--- src/rtl/paddle_cmd_queue.sv ---
// rtl/paddle_cmd_queue.sv - frame-synchronous paddle command FIFO with clamp and optional slew
// Optional feature macro: PADDLE_SLEW_EN
module paddle_cmd_queue #(
  parameter int DEPTH    = 4,
  parameter int Y_MAX    = 420,
  parameter int Y_RESET  = 210,
  parameter int STEP_MAX = 8
) (
  input  logic        CLK,
  input  logic        resentinho,
  input  logic        CLK_EN,
  input  logic [31:0] dataa,
  input  logic        enable_game,
  input  logic        frame_start,
  output logic [8:0]  y_bar1,
  output logic [8:0]  y_bar2,
  output logic        refresh_bar1,
  output logic        refresh_bar2,
  output logic [31:0] status
);

  localparam int AW = $clog2(DEPTH);
  localparam int LW = AW + 1;

  typedef enum logic [1:0] {IDLE, WAIT, DRAIN, SLEW} state_t;

  state_t        state;
  logic [9:0]    mem [DEPTH];
  logic [AW-1:0] wr_ptr, rd_ptr;
  logic [LW-1:0] level, level_nx;
  logic [7:0]    drop_cnt;
  logic          en_q, armed;
  logic [8:0]    t1, t2, clamped, nxt1, nxt2;
  logic [9:0]    head;
  logic          push_req, push_ok, pop, drop, full, pending;
  logic          unused_bits;

  assign unused_bits = &{1'b0, dataa[31:10]};

  // armed stays low until CLK_EN is seen low, so a level held through reset is not a command
  assign push_req = CLK_EN & ~en_q & armed;
  assign full     = (level == LW'(DEPTH));
  assign pop      = (state == DRAIN) && (level != '0) && enable_game;
  assign push_ok  = push_req && enable_game && (!full || pop);
  assign drop     = push_req && enable_game && !push_ok;
  assign clamped  = (dataa[8:0] > 9'(Y_MAX)) ? 9'(Y_MAX) : dataa[8:0];
  assign head     = mem[rd_ptr];
  assign status   = {16'd0, drop_cnt, 8'(level)};

`ifdef PADDLE_SLEW_EN
  localparam logic signed [9:0] STEP = 10'(STEP_MAX);

  function automatic logic [8:0] step_to(input logic [8:0] y, input logic [8:0] t);
    logic signed [9:0] d;
    d = $signed({1'b0, t}) - $signed({1'b0, y});
    if (d > STEP)       step_to = y + 9'(STEP_MAX);
    else if (d < -STEP) step_to = y - 9'(STEP_MAX);
    else                step_to = t;
  endfunction

  assign pending = (y_bar1 != t1) || (y_bar2 != t2);
`else
  function automatic logic [8:0] step_to(input logic [8:0] y, input logic [8:0] t);
    step_to = (y == t) ? y : t;
  endfunction

  assign pending = 1'b0;
`endif

  assign nxt1 = step_to(y_bar1, t1);
  assign nxt2 = step_to(y_bar2, t2);

  always_comb begin
    level_nx = level;
    if (!enable_game) begin
      level_nx = '0;
    end else begin
      if (push_ok) level_nx = level_nx + LW'(1);
      if (pop)     level_nx = level_nx - LW'(1);
    end
  end

  always_ff @(posedge CLK) begin
    if (push_ok) mem[wr_ptr] <= {dataa[9], clamped};
  end

  always_ff @(posedge CLK or negedge resentinho) begin
    if (!resentinho) begin
      en_q     <= 1'b0;
      armed    <= 1'b0;
      wr_ptr   <= '0;
      rd_ptr   <= '0;
      level    <= '0;
      drop_cnt <= 8'd0;
    end else begin
      en_q  <= CLK_EN;
      level <= level_nx;
      if (!CLK_EN) armed <= 1'b1;
      if (!enable_game) begin
        wr_ptr <= '0;
        rd_ptr <= '0;
      end else begin
        if (push_ok) wr_ptr <= wr_ptr + AW'(1);
        if (pop)     rd_ptr <= rd_ptr + AW'(1);
      end
      if (drop && drop_cnt != 8'hFF) drop_cnt <= drop_cnt + 8'd1;
    end
  end

  always_ff @(posedge CLK or negedge resentinho) begin
    if (!resentinho) begin
      state        <= IDLE;
      t1           <= 9'(Y_RESET);
      t2           <= 9'(Y_RESET);
      y_bar1       <= 9'(Y_RESET);
      y_bar2       <= 9'(Y_RESET);
      refresh_bar1 <= 1'b0;
      refresh_bar2 <= 1'b0;
    end else begin
      refresh_bar1 <= 1'b0;
      refresh_bar2 <= 1'b0;
      case (state)
        IDLE: if (level_nx != '0 || pending) state <= WAIT;
        WAIT: begin
          if (frame_start && (level != '0 || pending)) state <= DRAIN;
          else if (level_nx == '0 && !pending)         state <= IDLE;
        end
        DRAIN: begin
          // later entries overwrite earlier ones, so the last command per bar wins
          if (pop) begin
            if (head[9]) t1 <= head[8:0];
            else         t2 <= head[8:0];
          end
          if (!enable_game || level_nx == '0) state <= SLEW;
        end
        SLEW: begin
          if (nxt1 != y_bar1) begin
            y_bar1       <= nxt1;
            refresh_bar1 <= 1'b1;
          end
          if (nxt2 != y_bar2) begin
            y_bar2       <= nxt2;
            refresh_bar2 <= 1'b1;
          end
          state <= (level_nx != '0) ? WAIT : IDLE;
        end
        default: state <= IDLE;
      endcase
    end
  end

endmodule

--- config.mk ---
export PLATFORM = sky130hd
export DESIGN_NAME = paddle_cmd_queue
export DESIGN_NICKNAME = d
export VERILOG_FILES = /design/src/rtl/paddle_cmd_queue.sv
export SDC_FILE = /design/constraint.sdc
export NUM_CORES = 1
export LEC_CHECK = 0
export CORE_MARGIN = 5
export CORE_UTILIZATION = 51
export CTS_CLUSTER_SIZE = 20
export DETAILED_ROUTE_END_ITERATION = 16
export PLACE_DENSITY = 0.79
export SLEW_MARGIN = 30
export SYNTH_ARGS = -nofsm -noshare
export SYNTH_HDL_FRONTEND = slang
export SYNTH_SLANG_ARGS = --single-unit
--- constraint.sdc ---
create_clock -name CLK -period 2.8 [get_ports CLK]
set_input_delay 0.28 -clock CLK [delete_from_list [all_inputs] [get_ports CLK]]
set_output_delay 0.28 -clock CLK [all_outputs]
set_load 0.02 [all_outputs]
==> impl_results.md, run 1 <==
* Worst R2R Start: level[0]
* Lkg Pwr at 2.13 nW
* RR Endpoint: state[0]
* Wirelength, routed at 7.37 mm
* Post-Syn Area per Cell at 15.1 sq um
* FF-to-FF setup slack at 270 ps
* Area Growth Syn to Fin at 16.9%
* Final #Nets at 390
* Cts repair resizes at 0
* WP data arrival at 2820 ps
* Root buf cell: clkbuf_8
* Initial antenna violation count at 0
* Pwr per Cell Area at 501 mW/mm^2
* ANT nets after route at 0
* Count leader, synth: dfrtp_1
* Outcome: finished clean
* Grt total ovfl at 0
* DR vias at 2370
* Pre-CTS setup slack at 69.6 ps
* Mapped Area at 0.00437 sq mm
* Comb pwr share at 4.5%
* Worst-Margin Slew at 688 ps
* Post-synth ARST share at 58.8%
* Wire per inst at 16.2 um
* Cell taking the most area after synthesis: edfxtp_1
* Slowest cell on the critical path: dfrtp_1
* Tcrit/Tclk final at 90.5%
* Seq/Total Area, Yosys at 60.6%
* Worst path max stage delay at 440 ps
* Clock latency on the worst-skew pair at 360 ps
* Final hold vios at 0
* CTS tree: built
* Total negative slack at 0 ps
* DR iter-0 viols at 87
* Post-synth top cells: 41 x dfrtp_1, 40 x edfxtp_1, 21 x buf_4, 21 x mux2_2
* GPL Wtd Cong at 0.777
* Core Util, Final at 61.5%
* Layout Cells excl Fill at 455
* CP required at 3090 ps
* Min setup slack post-route at 267 ps
* DPL Wire Length at 5.33 mm
* Top cell type's share of synthesized area at 27.5%
* Synth Register Bits at 97
* Startpoint Class: flip-flop
* Layout cells sized above 1 at 23.1%
* Number of cells produced by synthesis at 289
* DRC at 0
* Worst-path clk slew at 100 ps
* Via-per-instance ratio at 5.21
* Effective utilization at floorplan at 52.7%
* DRT Pass-1 Iters at 4
* Maxcap violations at 0
* RSZ-0062 raised after global routing: no
* Finish-stage setup viols at 0
* Synth Warn # at 0
* All-Layer GR Usage at 15.2%
* Post-synth cell types at 41
* EDFF count, synth at 40
* Int Pwr at 2.00 mW
* Psw at 559 uW
* Fmax achieved at 395 MHz
* Clk network pwr share at 36.8%
* Number of H-tree levels at 3
* Fin. max-slew vios at 0
* Global-route wire length before repair at 12.0 mm
* Endpoint class of the critical path: flip-flop
* Core Rows at 33
* Placed Cells at 439
* Hold Buf Count CTS at 0
* Ports at 89
* CP Max Fanout at 9
* Worst Setup Path Type: reg2reg
* Core Region at 0.00830 sq mm
* Number of global-route vias before repair at 2362
* Post-synth top flop: dfrtp_1
* Crit-path cells: inv_1 -> ha_1 -> a31oi_4 -> buf_4 -> xnor2_1 -> ha_1 -> nand3b_1 -> mux2i_1 -> o21ai_0 -> o211a_1 -> nor3_2 -> mux2i_1
* VDD IR max at 0.313 mV
* CTS buffer count at 9
* Path type of the worst min-delay path: in2async
* Clock Tree Buf Depth at 2
* Worst r2r path cells at 12
* Die extent in x at 103 um
* Pwr Total at 2.56 mW
* IO buf count at 45
* Seq pwr share at 58.6%
* Slew HR at 54.1%
* Sw Share at 21.8%
* Ranking of synthesized cells by area: edfxtp_1 27%, dfrtp_1 23%, dfstp_2 9.6%
* Die ar. at 0.0105 sq mm
* # diodes at 0
* DIE HEIGHT at 103 um
* # clock sinks at 97
* Largest net degree at the start of global routing at 58
* Fin Clk Skew at 9.58 ps
* Fin crit period at 2530 ps
* Post-CTS setup buffers at 0
==> how the worst max path moves through the flow <==
stage / startpoint / end / slack, ps / depth (start not counted)
global placement: CLK_EN / state[0] / 200 / 12
detailed placement: CLK_EN / state[0] / 70 / 12
CTS: level[0] / state[0] / 250 / 12
finish: level[0] / state[0] / 270 / 12
floorplan: level[0] / state[0] / 360 / 11
global route: level[0] / state[0] / 40 / 11
==> through the flow <==
stage,hold WS (ps),area (sq um)
2_1_floorplan,-15.6,4450
3_3_place_gp,453,4890
3_5_place_dp,458,4890
4_1_cts,55.4,5110
5_1_grt,92.0,5110
6_report,43.0,5110
==> critical path, delay by kind of cell, from the launching register on <==
| family | cells | cell delay, ps |
|---|---|---|
| fa+ha+maj | 2 | 490 |
| buf+inv | 2 | 280 |
| xor+xnor | 1 | 130 |
| flops | 1 | 440 |
| mux | 2 | 440 |
| simple gates | 2 | 240 |
| compound gates | 3 | 440 |
==> state kept, by name, summed over array words and instances, names as in the netlist, named ones only <==
register and count:
drop_cnt 8, armed 1, rd_ptr 2, refresh_bar2 1, en_q 1, mem 40, y_bar1 8, t1 9
wr_ptr 2, refresh_bar1 1, state 1, y_bar2 8, level 3, t2 9
==> area by class of cell <==
type / instances / area (sq um)
Clock buffer: 10 / 149
Clock inverter: 6 / 63.8
Fill cell: 627 / 3190
Inverter: 4 / 15.0
Multi-Input combinational cell: 180 / 1600
Sequential cell: 97 / 2650
Tap cell: 105 / 131
Timing Repair Buffer: 53 / 505
==> power by group through the flow <==
stage / logic, mW / registers, mW / clock network, mW
3_5_place_dp: 0.118 / 1.53 / 0
2_1_floorplan: 0.0858 / 1.53 / 0
6_report: 0.117 / 1.50 / 0.944
5_1_grt: 0.130 / 1.50 / 1.03
3_3_place_gp: 0.114 / 1.53 / 0
4_1_cts: 0.118 / 1.50 / 0.963
==> kinds of logic after synthesis <==
group | after synthesis | share of synthesized area, %
compound gates | 14 | 2.78
xor+xnor | 28 | 5.61
other cells | 1 | 0.0858
mux | 52 | 16.1
simple gates | 57 | 7.90
buf+inv | 32 | 4.64
fa+ha+maj | 8 | 2.29
flops | 97 | 60.6
==> metal layers <==
layer  global-route usage, %  part of all wire (%)
met2                    24.6                    50
met4                    6.66                   1.0
met5                       0                     0
met3                    3.18                   4.7
met1                    19.9                    45
==> placed cells by master, fill, tap and decap left out, types with 5 or more instances in the layout <==
master / count
xnor2_1: 18
and2_1: 10
dfstp_2: 16
nand4_1: 5
clkbuf_8: 9
mux2_1: 16
clkdlybuf4s50_1: 44
xor2_1: 10
conb_1: 21
nor2_1: 6
nand2_1: 18
mux2_2: 21
edfxtp_1: 40
buf_4: 8
ha_1: 8
mux4_2: 10
dfrtp_1: 41
No activity file was read; power rests on OpenSTA's default activity.
==> inputs of run 2 (changes only) <==
--- a/config.mk
+++ b/config.mk
@@ -5,6 +5,7 @@
 export SDC_FILE = /design/constraint.sdc
 export NUM_CORES = 1
 export LEC_CHECK = 0
+export CAP_MARGIN = 0
 export CORE_MARGIN = 5
 export CORE_UTILIZATION = 51
 export CTS_CLUSTER_SIZE = 20
==> results of run 2 <==
No change in the layout: final DEF, timing and power equal those of run 1.
